`config.mk`:
```
export PLATFORM = sky130hd
export DESIGN_NAME = handshake_bus_cdc_rx
export DESIGN_NICKNAME = d
export VERILOG_FILES = /design/src/rtl/handshake_bus_cdc_rx_pkg.sv /design/src/rtl/handshake_bus_cdc_rx_bit_sync.sv /design/src/rtl/handshake_bus_cdc_rx.sv
export SDC_FILE = /design/constraint.sdc
export NUM_CORES = 1
export LEC_CHECK = 0
export CAP_MARGIN = 20
export CORE_MARGIN = 3
export CORE_UTILIZATION = 44
export DETAILED_ROUTE_END_ITERATION = 7
export GPL_ROUTABILITY_DRIVEN = 0
export PLACE_DENSITY = 0.87
export SYNTH_ARGS = -nofsm -noshare
export SYNTH_HDL_FRONTEND = slang
export SYNTH_HIERARCHICAL = 1
export SYNTH_SLANG_ARGS = --single-unit
```
`constraint.sdc`:
```
create_clock -name dn_clk -period 4.24 [get_ports dn_clk]
set_input_delay 0.424 -clock dn_clk [delete_from_list [all_inputs] [get_ports dn_clk]]
set_output_delay 0.424 -clock dn_clk [all_outputs]
set_load 0.1 [all_outputs]
```
`src/rtl/handshake_bus_cdc_rx_pkg.sv`:
```
// Shared types and limits for the toggle req/ack bus-crossing receiver.
package cdc_pkg;

  typedef enum logic {RX_IDLE, RX_HOLD} cdc_rx_state_e;

  localparam int MIN_SYNC_STAGES = 2;
  localparam int MAX_SYNC_STAGES = 4;

endpackage

```
`src/rtl/handshake_bus_cdc_rx_bit_sync.sv`:
```
// N-flop single-bit synchronizer. There is no logic between the stages.
// The matching transmitter can reuse it on the ack toggle.
module bit_sync #(
  parameter int STAGES = 2
) (
  input  logic clk,
  input  logic rst_n,
  input  logic d,
  output logic q
);

  logic [STAGES-1:0] ff;

  // Plain shift chain; bit 0 is the metastability-exposed flop.
  always_ff @(posedge clk or negedge rst_n) begin
    if (!rst_n) ff <= '0;
    else        ff <= {ff[STAGES-2:0], d};
  end

  assign q = ff[STAGES-1];

endmodule

```
`src/rtl/handshake_bus_cdc_rx.sv`:
```
// Receiving end of a toggle req/ack bus crossing.
// The block synchronizes up_req_tgl and captures up_bus once per request.
// It presents the captured word as a valid/ready stream and returns
// dn_ack_tgl after the word is consumed.
// Optional: `define HANDSHAKE_CDC_RX_OVERRUN_EN enables the sticky dn_overrun
// flag. That flag flags a request toggle seen while a word is still held.
module handshake_bus_cdc_rx
  import cdc_pkg::*;
#(
  parameter int BUS_WIDTH   = 32,
  parameter int SYNC_STAGES = 2
) (
  input  logic                 dn_clk,
  input  logic                 dn_rst_n,
  input  logic                 up_req_tgl,
  input  logic [BUS_WIDTH-1:0] up_bus,
  output logic                 dn_ack_tgl,
  output logic                 dn_valid,
  input  logic                 dn_ready,
  output logic [BUS_WIDTH-1:0] dn_data,
  output logic                 dn_overrun
);

  generate
    if (SYNC_STAGES < MIN_SYNC_STAGES || SYNC_STAGES > MAX_SYNC_STAGES) begin : g_bad_sync
      $error("handshake_bus_cdc_rx: SYNC_STAGES must be in 2..4");
    end
  endgenerate

  logic          req_s;
  logic          req_seen;
  logic          new_req;
  cdc_rx_state_e state;

  bit_sync #(.STAGES(SYNC_STAGES)) u_req_sync (
    .clk   (dn_clk),
    .rst_n (dn_rst_n),
    .d     (up_req_tgl),
    .q     (req_s)
  );

  // A request is pending whenever the synchronized toggle differs from the last one taken.
  assign new_req = req_s ^ req_seen;

  // Capture/hold FSM. req_seen only advances on capture, so a toggle during HOLD
  // is picked up on return to IDLE. A double toggle cancels out.
  always_ff @(posedge dn_clk or negedge dn_rst_n) begin
    if (!dn_rst_n) begin
      state      <= RX_IDLE;
      req_seen   <= 1'b0;
      dn_valid   <= 1'b0;
      dn_data    <= '0;
      dn_ack_tgl <= 1'b0;
    end else begin
      case (state)
        RX_IDLE: begin
          if (new_req) begin
            dn_data  <= up_bus;
            req_seen <= req_s;
            dn_valid <= 1'b1;
            state    <= RX_HOLD;
          end
        end
        RX_HOLD: begin
          if (dn_valid && dn_ready) begin
            dn_valid   <= 1'b0;
            dn_ack_tgl <= ~dn_ack_tgl;
            state      <= RX_IDLE;
          end
        end
        default: state <= RX_IDLE;
      endcase
    end
  end

`ifdef HANDSHAKE_CDC_RX_OVERRUN_EN
  logic req_s_d;

  // Any movement of the synchronized request while holding a word is an upstream protocol error.
  always_ff @(posedge dn_clk or negedge dn_rst_n) begin
    if (!dn_rst_n) begin
      req_s_d    <= 1'b0;
      dn_overrun <= 1'b0;
    end else begin
      req_s_d <= req_s;
      if (state == RX_HOLD && req_s != req_s_d) dn_overrun <= 1'b1;
    end
  end
`else
  assign dn_overrun = 1'b0;
`endif

endmodule
```
==> summary.txt, run 1 <==
Clocking
  – Clock Sinks: 38
  – TritonCTS buffer count: 5
  – CTS clock-pin slew for the worst setup and hold paths: 100 ps
  – H-tree levels: 2
  – Postcts setup bufs: 0
  – # resized after CTS: 0
  – Clk root buf: clkbuf_4
  – CTS Buffer Depth: 2
  – Insertion delay to the later sink of the worst-skew pair: 330 ps
  – Post-CTS Hold Fix Bufs: 0
  – CTS tree: yes

Synthesis
  – Sequential share of the synthesized area: 0.604
  – Dominant cell type by area after synthesis: dfrtp_1
  – Synth top area share: 0.604
  – Count of cell types in the netlist: 15
  – Mean Syn Cell Area: 18.5 um^2
  – Yosys warns: 6
  – Ranking of synthesized cells by area: dfrtp_1 60%, mux2_4 29%, buf_12 3.8%, mux2_2 2.1%, nor2b_4 0.87%
  – Syn Inst Count: 85
  – Post-synthesis cell area: 0.00158 mm^2
  – #FFs+latches synth: 38
  – Synthesized net count: 121

Run
  – MaxCap Viol Count: 0

Final layout
  – Ant. Diodes: 0
  – Nets: 193
  – Share of cells above drive strength 1: 0.272
  – Most frequent cells in the layout: 68 x clkdlybuf4s50_1, 38 x dfrtp_1, 30 x mux2_4, 5 x clkbuf_4, 3 x mux2_2
  – Commonest non-fill, non-tap cell in the layout: clkdlybuf4s50_1
  – Syn-to-layout area delta: 47.3%
  – Fillers: 233

Timing
  – Setup TNS: 0 ps
  – Max Fclk: 428 MHz
  – Final period util: 0.551
  – RSZ-0062 raised after global routing: no
  – Slew Limit Fails: 0
  – Setup violators final: 0
  – Post-layout min period: 2340 ps
  – Worst rel slew slack: 0.332
  – Clock skew: 5.58 ps
  – Final Hold Viols: 0
  – Slew @ Worst Pin: 999 ps

Min path
  – Worst min-delay path class: input port to asynchronous set/reset pin

Route
  – DR DRC count: 0
  – DR iter-0 viols: 33
  – First-pass DRT Iterations: 3
  – Via count: 940
  – Wire per inst: 15.4 um
  – Via-to-Cell Ratio: 4.61
  – Post-route ant nets: 0
  – Total Routed Length: 3150 um

Global route
  – First-pass GRT wire length: 5020 um
  – Largest net degree at the start of global routing: 39
  – Initial antenna violation count: 0
  – Gr usage total: 0.157
  – Grt ovf: 0
  – Vias in the first global route: 1,023

Floorplan
  – Starting density of the core: 0.465
  – # rows: 21
  – IO Pins: 71
  – Die Ht: 65.8 um
  – Die ar.: 0.00433 mm^2
  – Chip Width: 65.8 um
  – CORE AREA: 0.00339 mm^2

Critical path
  – Critical path launch point type: flop
  – Max stage delay on crit path: 1170 ps
  – Worst Setup End Kind: output port
  – Crit path cell chain: clkdlybuf4s50_1
  – Slowest CP cell: clkdlybuf4s50_1
  – Critical path class: flop to output port
  – Worst path buffer plus inverter count: 1
  – CP arrival: 1910 ps
  – Critical path's top delay family: buffers and inverters
  – Maximum net fanout on the critical path: 4
  – Req. time, crit path: 3820 ps

Status
  – Outcome: complete, no violations

Placement
  – PortBufs: 69
==> cell usage after synthesis, drive strengths merged <==
master  instances
xor2            1
nor2b           1
dfrtp          38
buf             5
mux2           33
o21a            1
nor2            1
conb            1
nand3           1
xnor2           1
o22ai           1
inv             1
==> metal layers <==
layer | wire length (um) | vias up | global-route usage | part of all wire
li1 | - | 433 | - | -
met1 | 1430 | 446 | 0.192 | 0.45
met2 | 1340 | 55 | 0.240 | 0.43
met3 | 334 | 6 | 0.0765 | 0.11
met4 | 42 | 0 | 0.0544 | 0.013
met5 | 0 | - | 0 | 0
==> cell families (layout without fill, tap and decap cells) <==
kind of cell | after synthesis | count (layout) | share of synthesized area
mux | 33 | 33 | 0.307
flops | 38 | 38 | 0.604
xor+xnor | 2 | 2 | 0.0111
other cells | 1 | 1 | 0.00238
simple gates | 3 | 3 | 0.0143
compound gates | 2 | 2 | 0.00874
buf+inv | 6 | 79 | 0.0524
==> layout make-up <==
class	count	area, um^2	area share
Clock buffer	7	55.1	0.0237
Clock inverter	1	5.00	0.00216
Inverter	1	3.75	0.00162
Multi-Input combinational cell	41	542	0.234
Sequential cell	38	951	0.410
Tap cell	46	57.6	0.0248
Timing Repair Buffer	70	706	0.304
==> path summary, 6_finish.rpt <==
| kind | start | slack (ps) | cells after the start | end |
|---|---|---|---|---|
| max in group asynchronous | dn_rst_n | 3550 | 1 | dn_data[30]$_DFFE_PN0P_ |
| hold / removal | dn_rst_n | 170 | 1 | dn_ack_tgl$_DFFE_PN0P_ |
| hold reg to reg | u_req_sync/ff[0]$_DFF_PN0_ | 370 | 0 | u_req_sync/ff[1]$_DFF_PN0_ |
| setup reg to reg | req_seen$_DFFE_PN0P_ | 2380 | 4 | dn_data[21]$_DFFE_PN0P_ |
| setup / recovery | dn_valid$_DFFE_PN0P_ | 1900 | 1 | dn_valid |
| min in group dn_clk | u_req_sync/ff[0]$_DFF_PN0_ | 370 | 0 | u_req_sync/ff[1]$_DFF_PN0_ |
==> per-stage QoR <==
step | setup WS, ps | cell area, um^2 | utilization | std cells | hold WS, ps
6_report | 1900 | 2320 | 0.684 | 204 | 173
5_1_grt | 1820 | 2320 | 0.684 | 204 | 205
4_1_cts | 1880 | 2300 | 0.678 | 203 | 184
3_5_place_dp | 2010 | 2240 | 0.661 | 195 | 346
3_3_place_gp | 2120 | 2240 | 0.661 | 195 | 336
2_1_floorplan | 2780 | 1580 | - | 85 | 128
==> sequential cells by signal (all words and copies together), names as in the netlist <==
register and count:
req_seen 1, dn_ack_tgl 1, dn_data 32, u_req_sync/ff 2, dn_valid 1, state 1
Power of run 1 is left out: the tool's default activity adds up to more than one toggle a clock period on the data nets, which glitch-free logic cannot reach.
==> run 2, diff against run 1 <==
--- a/config.mk
+++ b/config.mk
@@ -7,10 +7,10 @@
 export LEC_CHECK = 0
 export CAP_MARGIN = 20
 export CORE_MARGIN = 3
-export CORE_UTILIZATION = 44
+export CORE_UTILIZATION = 41
 export DETAILED_ROUTE_END_ITERATION = 7
 export GPL_ROUTABILITY_DRIVEN = 0
-export PLACE_DENSITY = 0.87
+export PLACE_DENSITY = 0.82
 export SYNTH_ARGS = -nofsm -noshare
 export SYNTH_HDL_FRONTEND = slang
 export SYNTH_HIERARCHICAL = 1
==> constraint.sdc (replaced) <==
create_clock -name dn_clk -period 2.25 [get_ports dn_clk]
set_input_delay 0.225 -clock dn_clk [delete_from_list [all_inputs] [get_ports dn_clk]]
set_output_delay 0.225 -clock dn_clk [all_outputs]
set_load 0.1 [all_outputs]
==> summary.txt, run 2 (synthesis results as in run 1) <==
Route
  – Post-route ant nets: 0
  – DR iter-0 viols: 41
  – Via count: 965
  – First-pass DRT Iterations: 3
  – Total Routed Length: 3110 um
  – DR DRC count: 0
  – Wire per inst: 15.3 um
  – Via-to-Cell Ratio: 4.75

Clocking
  – TritonCTS buffer count: 5
  – H-tree levels: 2
  – Insertion delay to the later sink of the worst-skew pair: 270 ps
  – CTS tree: yes
  – Postcts setup bufs: 0
  – Clk root buf: clkbuf_8
  – CTS clock-pin slew for the worst setup and hold paths: 60 ps
  – Clock Sinks: 38
  – Post-CTS Hold Fix Bufs: 0
  – CTS Buffer Depth: 2
  – # resized after CTS: 0

Global route
  – Gr usage total: 0.141
  – Initial antenna violation count: 0
  – First-pass GRT wire length: 4750 um
  – Grt ovf: 0
  – Vias in the first global route: 1,016
  – Largest net degree at the start of global routing: 39

Status
  – Outcome: complete, no violations

Timing
  – Slew Limit Fails: 0
  – Post-layout min period: 1660 ps
  – Worst rel slew slack: 0.466
  – Slew @ Worst Pin: 801 ps
  – Clock skew: 2.42 ps
  – RSZ-0062 raised after global routing: no
  – Setup TNS: 0 ps
  – Hold slack: 37.5 ps
  – Setup violators final: 0
  – Max Fclk: 603 MHz
  – Final period util: 0.736
  – Final Hold Viols: 0

Final layout
  – Syn-to-layout area delta: 43.0%
  – Register bank with the most flops: dn_data
  – Most frequent cells in the layout: 38 x dfrtp_1, 36 x buf_4, 34 x clkdlybuf4s50_1, 30 x mux2_4, 6 x clkbuf_8
  – Ant. Diodes: 0
  – Max reg flops: 32
  – Nets: 194
  – Top Registers: dn_data: 32 flops, u_req_sync/ff: 2 flops
  – Commonest non-fill, non-tap cell in the layout: dfrtp_1
  – Share of cells above drive strength 1: 0.490

Floorplan
  – Starting density of the core: 0.447
  – Die Ht: 68.0 um
  – IO Pins: 71
  – Chip Width: 68.0 um
  – CORE AREA: 0.00352 mm^2
  – Die ar.: 0.00462 mm^2
  – # rows: 21

Critical path
  – Critical path's top delay family: flip-flops
  – CP arrival: 1820 ps
  – Req. time, crit path: 2410 ps
  – Critical path class: flop to flop
  – Worst path buffer plus inverter count: 1
  – Crit path cell chain: xor2_1 > nor2b_4 > buf_4 > mux2_2
  – Slowest CP cell: dfrtp_1
  – Worst Setup End Kind: flop
  – Maximum net fanout on the critical path: 20
  – Critical path launch point type: flop
  – Max stage delay on crit path: 380 ps

Run
  – MaxCap Viol Count: 0

Placement
  – Post-DP HPWL: 2290 um
  – PortBufs: 69

Min path
  – Worst min-delay path class: input port to asynchronous set/reset pin
-- run 2: changes by cell type in the layout (fill, tap and decap cells not counted) --
cell / change
buf_4: +36
clkdlybuf4s50_1: -34
clkbuf_4: -5
clkbuf_8: +5
buf_12: -1
clkbuf_1: -1
clkinv_2: -1
-- run 2: cell type report --
type / instances / area [um^2]
clock buffer: 6 / 82.6
fill: 281 / 1270
inverter: 1 / 3.75
multi-input combinational: 41 / 542
sequential: 38 / 951
tap: 46 / 57.6
timing repair buffer: 71 / 616
-- run 2: routing by layer --
layer	track usage	up-vias	routed length, um	part of all wire
li1	-	433	-	-
met3	0.0476	2	289	0.093
met5	0	-	0	0
met4	0.0372	0	11	0.0035
met2	0.215	56	1390	0.45
met1	0.193	474	1420	0.46
-- run 2: path summary, 6_finish.rpt --
check                                                 from                         end  slack [ps]  cells past startpoint
min in group dn_clk             u_req_sync/ff[0]$_DFF_PN0_  u_req_sync/ff[1]$_DFF_PN0_         350                      0
worst max-delay path                  req_seen$_DFFE_PN0P_     dn_data[21]$_DFFE_PN0P_         590                      4
worst min-delay path                              dn_rst_n      dn_data[1]$_DFFE_PN0P_          40                      1
worst min register to register  u_req_sync/ff[0]$_DFF_PN0_  u_req_sync/ff[1]$_DFF_PN0_         350                      0
worst max register to register        req_seen$_DFFE_PN0P_     dn_data[21]$_DFFE_PN0P_         590                      4
max in group asynchronous                         dn_rst_n     dn_data[30]$_DFFE_PN0P_        1710                      1
-- run 2: metrics by stage --
step	setup slack, ps	util	instances	instance area [um^2]
floorplan	788	-	85	1580
global placement	650	0.616	197	2170
detailed placement	588	0.616	197	2170
CTS	568	0.640	203	2250
global route	476	0.640	203	2250
finish	593	0.640	203	2250
Power of run 2 is left out for the same reason.
==> run 3, diff against run 2 <==
--- a/config.mk
+++ b/config.mk
@@ -7,10 +7,10 @@
 export LEC_CHECK = 0
 export CAP_MARGIN = 20
 export CORE_MARGIN = 3
-export CORE_UTILIZATION = 41
+export CORE_UTILIZATION = 37
 export DETAILED_ROUTE_END_ITERATION = 7
 export GPL_ROUTABILITY_DRIVEN = 0
-export PLACE_DENSITY = 0.82
+export PLACE_DENSITY = 0.78
 export SYNTH_ARGS = -nofsm -noshare
 export SYNTH_HDL_FRONTEND = slang
 export SYNTH_HIERARCHICAL = 1
==> constraint.sdc (replaced) <==
create_clock -name dn_clk -period 1.4 [get_ports dn_clk]
set_input_delay 0.14 -clock dn_clk [delete_from_list [all_inputs] [get_ports dn_clk]]
set_output_delay 0.14 -clock dn_clk [all_outputs]
set_load 0.1 [all_outputs]
==> summary.txt, run 3 (synthesis results as in run 1) <==
Timing
  – Slew Limit Fails: 0
  – Clock skew: 6.76 ps
  – Final period util: 1.07
  – Setup violators final: 32
  – Setup ws final: -92.5 ps
  – RSZ-0062 raised after global routing: yes
  – Max Fclk: 670 MHz
  – Post-layout min period: 1490 ps
  – Final Hold Viols: 0

Global route
  – Initial antenna violation count: 0
  – Grt ovf: 0
  – Vias in the first global route: 1,110
  – First-pass GRT wire length: 5780 um
  – Largest net degree at the start of global routing: 25
  – Gr usage total: 0.149

Floorplan
  – Chip Width: 71.3 um
  – Die Ht: 71.3 um
  – CORE AREA: 0.00406 mm^2
  – # rows: 23
  – Die ar.: 0.00508 mm^2
  – IO Pins: 71
  – Starting density of the core: 0.388

Final layout
  – Top Registers: dn_data: 32 flops, u_req_sync/ff: 2 flops
  – Nets: 199
  – Fin util: 0.694
  – Ant. Diodes: 0
  – Register bank with the most flops: dn_data
  – Commonest non-fill, non-tap cell in the layout: dfrtp_1
  – Max reg flops: 32
  – Most frequent cells in the layout: 37 x dfrtp_1, 36 x buf_12, 34 x clkdlybuf4s50_1, 32 x mux2_4, 6 x clkbuf_8
  – Syn-to-layout area delta: 78.7%
  – Share of cells above drive strength 1: 0.515

Route
  – DR iter-0 viols: 26
  – DR WL met3: 232 um
  – Total Routed Length: 3600 um
  – Top routing layer in use: met3
  – Via-to-Cell Ratio: 4.51
  – Via count: 961
  – Wire length on met1: 1420 um
  – Post-route ant nets: 0
  – DR DRC count: 0
  – Wire per inst: 16.9 um
  – Metal2 WL: 1950 um
  – First-pass DRT Iterations: 4

Critical path
  – CP arrival: 1660 ps
  – Critical path class: flop to flop
  – Max stage delay on crit path: 400 ps
  – Critical path launch point type: flop
  – Crit path cell chain: xor2_2 > nor2b_4 > clkbuf_16 > mux2_4
  – Worst Setup End Kind: flop
  – Worst reg-to-reg setup slack: -90 ps
  – Slowest CP cell: dfrtp_1
  – Maximum net fanout on the critical path: 12
  – Req. time, crit path: 1560 ps

Clocking
  – Insertion delay to the later sink of the worst-skew pair: 280 ps
  – CTS clock-pin slew for the worst setup and hold paths: 70 ps
  – CTS tree: yes
  – Clk root buf: clkbuf_8
  – CTS Buffer Depth: 2
  – TritonCTS buffer count: 5
  – Clock Sinks: 38
  – H-tree levels: 2

Placement
  – Post-DP HPWL: 2720 um
  – PortBufs: 69

Min path
  – Worst min-delay path class: input port to flop

Run
  – MaxCap Viol Count: 0

Status
  – Outcome: complete, but fails checks
  – Failing checks: setup timing
run 3: cell count changes in the layout (fill, tap and decap cells not counted), sizes merged:
cell         before  now
buf              37   40
bufinv            0    1
clkbuf            6    7
dlygate4sd3       0    1
run 3: routing by layer:
metal | track usage | vias to the layer above
li1 | - | 440
met5 | 0 | -
met2 | 0.263 | 42
met3 | 0.0533 | 0
met4 | 0.0188 | 0
met1 | 0.179 | 479
run 3: final timing paths:
path	end	from	depth (start not counted)
worst max-delay path	dn_data[28]$_DFFE_PN0P_	u_req_sync/ff[1]$_DFF_PN0_	4
worst min-delay path	u_req_sync/ff[0]$_DFF_PN0_	up_req_tgl	1
worst max register to register	dn_data[28]$_DFFE_PN0P_	u_req_sync/ff[1]$_DFF_PN0_	4
worst min register to register	u_req_sync/ff[1]$_DFF_PN0_	u_req_sync/ff[0]$_DFF_PN0_	0
max in group asynchronous	dn_valid$_DFFE_PN0P_	dn_rst_n	3
min in group asynchronous	dn_data[4]$_DFFE_PN0P_	dn_rst_n	2
run 3: metrics by stage:
stage / cell area, um^2 / std cells / TNS, ps / worst slack [ps] / hold WS (ps)
after floorplan: 1580 / 85 / -952 / -31.7 / -156
after global placement: 2640 / 203 / -89.8 / -33.4 / 107
after detailed placement: 2640 / 203 / -1680 / -102 / 115
after CTS: 2780 / 212 / -2160 / -107 / 291
after global routing: 2820 / 213 / -4340 / -158 / 297
final: 2820 / 213 / -2240 / -92.5 / 295
run 3: critical path: cells and delay by family, from the launching register on:
kind	cells	cell delay, ps
XOR/XNOR	1	190
buffers and inverters	1	220
flip-flops	1	400
multiplexers	1	300
AND/OR/NAND/NOR	1	260
run 3: layout make-up:
cell class / instances / area [um^2]
clock buffer: 6 / 82.6
multi-input combinational: 41 / 557
fill: 252 / 1240
clock inverter: 1 / 30.0
sequential: 38 / 952
inverter: 1 / 3.75
tap: 50 / 62.6
timing repair buffer: 76 / 1130
run 3: timing repair:
action,CTS,global route
pin swaps,0,1
cloned,0,1
setup endpoints to repair,32,32
buffers inserted,1,1
resized for setup,2,4
hold buffers,1,0
endpoints found under the hold margin,19,0
Power of run 3 is left out for the same reason.
==> edit 1 (settings of run 3) <==
`SYNC_STAGES`: 2 -> 4.
--- a/src/rtl/handshake_bus_cdc_rx.sv
+++ b/src/rtl/handshake_bus_cdc_rx.sv
@@ -8,7 +8,7 @@
   import cdc_pkg::*;
 #(
   parameter int BUS_WIDTH   = 32,
-  parameter int SYNC_STAGES = 2
+  parameter int SYNC_STAGES = 4
 ) (
   input  logic                 dn_clk,
   input  logic                 dn_rst_n,
Formal check against the unedited RTL: not equivalent (a bounded check fails within 4 cycles, from zero or initial values and one cycle with dn_rst_n low).
==> edit 1 against run 3 <==
The run still ends with setup timing left. Wire length is 5.9% higher. Worst setup slack better by 0.0072 ns. Hold slack better by 0.011 ns. Highest routed layer is now met4. Synthesized cell count is 2.4% higher. First-iteration DRC count is 46% higher. Cell area is 4.9% higher. Area after synthesis is 3.2% higher. Sequential cell count is 2 higher.
Power is left out: the tool's default activity adds up to more than one toggle a clock period on the data nets, which glitch-free logic cannot reach.
==> edit 1: results (changes against run 3) <==
| Metric | Value |
|---|---|
| Top Registers | `dn_data: 32 flops, u_req_sync/ff: 4 flops (was dn_data: 32 flops, u_req_sync/ff: 2 flops)` |
| Top Metal Used | `met4 (was met3)` |
| Met1 usage | `17.12% (was 17.87%)` |
| Fillers | `253 (was 252)` |
| Initial DRC count | `38 (was 26)` |
| Largest cells by area after synthesis | `dfrtp_1, mux2_4, buf_12 (unchanged)` |
| Status | `finished, violations left (unchanged)` |
| First-pass GRT wire length | `6044 um (was 5775 um)` |
| Top post-synthesis cells by count | `dfrtp_1, mux2_4, buf_12, mux2_2 (unchanged)` |
| Vias in the first global route | `1,185 (was 1,110)` |
| Post-detail-place hpwl | `2733 um (was 2715 um)` |
| Fin nets | `207 (was 199)` |
| Largest net degree at the start of global routing | `41 (was 25)` |
| Max FO, Critical Path | `7 (was 12)` |
| Worst Setup Slack, final | `-0.08535 ns (was -0.09255 ns)` |
| WL/cell | `17.15 um (was 16.89 um)` |
| Share of layout cells above drive strength 1 | `52.91% (was 51.53%)` |
| Complex-gate fraction of the synthesized area | `0.8468% (was 0.8737%)` |
| Final setup viols | `32 (unchanged)` |
| Met2 Use GR | `27.30% (was 26.33%)` |
| Routed met2 length | `2109 um (was 1947 um)` |
| Synth Area in XOR/XNOR | `1.078% (was 1.112%)` |
| All-Layer GR Usage | `15.47% (was 14.87%)` |
| Via-to-Cell Ratio | `4.685 (was 4.512)` |
| Seq/Total Area, Yosys | `61.59% (was 60.37%)` |
| Post-synthesis mux area share | `29.79% (was 30.74%)` |
| Met3 usage | `4.571% (was 5.330%)` |
| Skew final | `0.009204 ns (was 0.006761 ns)` |
| Routed met3 length | `268 um (was 232 um)` |
| Met1 wire length | `1350 um (was 1417 um)` |
| H-tree levels | `2 (unchanged)` |
| Failing checks | `setup timing (unchanged)` |
| First-pass DRT Iterations | `4 (unchanged)` |
-- edit 1: cell types whose count changed after synthesis, sizes merged --
cell	change
dfrtp	+2
-- edit 1: what timing repair did --
action | CTS | global route
endpoints found under the setup margin | 30 | 32
cloned | 1 | 1
setup buffers | 4 | 1
gates resized for setup | 1 | 3
pin swaps | 0 | 1
hold buffers | 1 | 0
endpoints found under the hold margin | 40 | 0
-- edit 1: worst paths after layout --
kind / startpoint / to / slack (ns) / depth (start not counted)
setup / recovery: u_req_sync/ff[3] / dn_data[22] / -0.09 / 5
hold / removal: up_req_tgl / u_req_sync/ff[0] / 0.31 / 1
setup reg to reg: u_req_sync/ff[3] / dn_data[22] / -0.09 / 5
hold reg to reg: u_req_sync/ff[1] / u_req_sync/ff[2] / 0.36 / 0
max in group asynchronous: dn_rst_n / dn_valid / 0.85 / 3
min in group asynchronous: dn_rst_n / dn_ack_tgl / 0.35 / 3
-- edit 1: final cells by class --
class | count | share of cell area (%)
Sequential cell | 40 | 33.94
Clock buffer | 7 | 3.263
Inverter | 1 | 0.1271
Clock inverter | 1 | 1.017
Tap cell | 50 | 2.119
Multi-Input combinational cell | 41 | 18.60
Timing Repair Buffer | 82 | 40.93
-- edit 1: per-stage QoR --
| step | cell area, sq um | instances | setup WS [ns] | hold slack, ns | TNS, ns |
|---|---|---|---|---|---|
| detailed placement | 2711 | 206 | -0.1377 | 0.1236 | -3.452 |
| global route | 2953 | 222 | -0.1551 | 0.3038 | -4.450 |
| global placement | 2711 | 206 | -0.05042 | 0.1176 | -1.200 |
| finish | 2953 | 222 | -0.08535 | 0.3066 | -2.313 |
| CTS | 2905 | 220 | -0.1217 | 0.2781 | -3.405 |
| floorplan | 1627 | 87 | -0.03175 | -0.1556 | -0.9525 |
==> edit 2 (flow settings as in run 3) <==
Made on the original files. Add a define of `HANDSHAKE_CDC_RX_OVERRUN_EN`.
--- a/src/rtl/handshake_bus_cdc_rx.sv
+++ b/src/rtl/handshake_bus_cdc_rx.sv
@@ -4,6 +4,8 @@
 // dn_ack_tgl after the word is consumed.
 // Optional: `define HANDSHAKE_CDC_RX_OVERRUN_EN enables the sticky dn_overrun
 // flag. That flag flags a request toggle seen while a word is still held.
+`define HANDSHAKE_CDC_RX_OVERRUN_EN
+
 module handshake_bus_cdc_rx
   import cdc_pkg::*;
 #(
Formal check against the unedited RTL: not equivalent (a bounded check fails within 10 cycles, from zero or initial values and one cycle with dn_rst_n low).
==> edit 2 against run 3 <==
The run still ends with setup timing left. Die area rose by 2.5%. Non-clock buffer count rose by 4. Wire length rose by 1.9%. Critical path depth did not move. Synthesized cell count rose by 1.2%. Sequential cell count rose by 2. Cell area rose by 1.7%. Area after synthesis rose by 2.7%. Worst setup slack improved by 0.028 ns. Final cell count rose by 3.3%. Highest routed layer is now met4.
Power is not shown: default switching activity piles up to over one toggle a cycle in this logic, so the estimate is an artifact.
==> edit 2: results (changes against run 3) <==
| Metric | Value |
|---|---|
| Status | `finished, violations left (unchanged)` |
| Failing checks | `setup timing (unchanged)` |
| Top Registers | `dn_data: 32 flops, u_req_sync/ff: 2 flops (unchanged)` |
| Post-synthesis mux area share | `29.70% (was 30.74%)` |
| Max FO, Critical Path | `15 (was 12)` |
| Post-detail-place hpwl | `2860 um (was 2715 um)` |
| Skew final | `0.006647 ns (was 0.006761 ns)` |
| Worst Setup Slack, final | `-0.06405 ns (was -0.09255 ns)` |
| First-pass DRT Iterations | `2 (was 4)` |
| First-pass GRT wire length | `6306 um (was 5775 um)` |
| Setup slack, reg-to-reg | `-0.06 ns (was -0.09 ns)` |
| Fin Setup TNS | `-1.447 ns (was -2.244 ns)` |
| Dpl ws | `-0.08783 ns (was -0.1020 ns)` |
| Initial DRC count | `11 (was 26)` |
| Complex-gate fraction of the synthesized area | `1.392% (was 0.8737%)` |
| Initial antenna violation count | `0 (unchanged)` |
| Syn nets | `122 (was 121)` |
| Syn Inst Count | `86 (was 85)` |
| Critical Path AT | `1.63 ns (was 1.66 ns)` |
| Largest cells by area after synthesis | `dfrtp_1, mux2_4, buf_12 (unchanged)` |
| Post-Place Cells | `209 (was 203)` |
| Drt total wl | `3664 um (was 3597 um)` |
| Vias in the first global route | `1,209 (was 1,110)` |
| Unique masters post-synth | `12 (was 15)` |
| Hold WS | `0.3085 ns (was 0.2952 ns)` |
| Synth Area in XOR/XNOR | `1.624% (was 1.112%)` |
| Seq/Total Area, Yosys | `61.87% (was 60.37%)` |
| Top post-synthesis cells by count | `dfrtp_1, mux2_4, mux2_2 (was dfrtp_1, mux2_4, buf_12, mux2_2)` |
| Via-to-Cell Ratio | `4.695 (was 4.512)` |
| Port bufs | `70 (was 69)` |
| Non-filler cells, final | `220 (was 213)` |
| Final setup viols | `30 (was 32)` |
| All-Layer GR Usage | `16.00% (was 14.87%)` |
| Cts repair resizes | `0 (was 2)` |
| DP Area | `2748 sq um (was 2641 sq um)` |
edit 2: cell count changes in the layout (fill, tap and decap cells not counted), moves of 2 or more:
cell	run 3	this run
mux2_4	32	29
dfrtp_1	37	39
buf_4	2	6
a21o_1	0	2
clkbuf_1	0	2
xor2_1	0	2
mux2_2	1	4
buf_12	36	38
edit 2: logic make-up (layout without fill, tap and decap cells):
kind of cell,after synthesis,after routing
AO/OA/AOI/OAI,3,3
AND/OR/NAND/NOR,3,3
multiplexers,33,33
XOR/XNOR,3,3
flip-flops,40,40
buffers and inverters,4,88
edit 2: area by class of cell:
class | count | area [sq um]
Fill cell | 255 | 1252
Timing Repair Buffer | 80 | 1161
Multi-Input combinational cell | 42 | 546.8
Clock buffer | 8 | 90.09
Tap cell | 50 | 62.56
Sequential cell | 40 | 1002
edit 2: layer usage:
metal / wire (um) / GRT usage [%] / share of wire (%)
met1: 1443 / 19.70 / 39
met2: 1866 / 25.99 / 51
met3: 324 / 7.341 / 8.8
met4: 29 / 3.132 / 0.79
met5: 0 / 0 / 0
edit 2: worst paths after layout:
kind | from | to
worst min register to register | u_req_sync/ff[0] | u_req_sync/ff[1]
worst max register to register | u_req_sync/ff[1] | dn_data[28]
worst min-delay path | up_req_tgl | u_req_sync/ff[0]
worst max-delay path | u_req_sync/ff[1] | dn_data[28]
min in group asynchronous | dn_rst_n | req_s_d
max in group asynchronous | dn_rst_n | dn_data[23]
edit 2: timing repair:
item	CTS	global route
buffers inserted	1	1
hold buffers	1	0
hold endpoints to repair	17	0
pin swaps	1	0
endpoints found under the setup margin	32	32
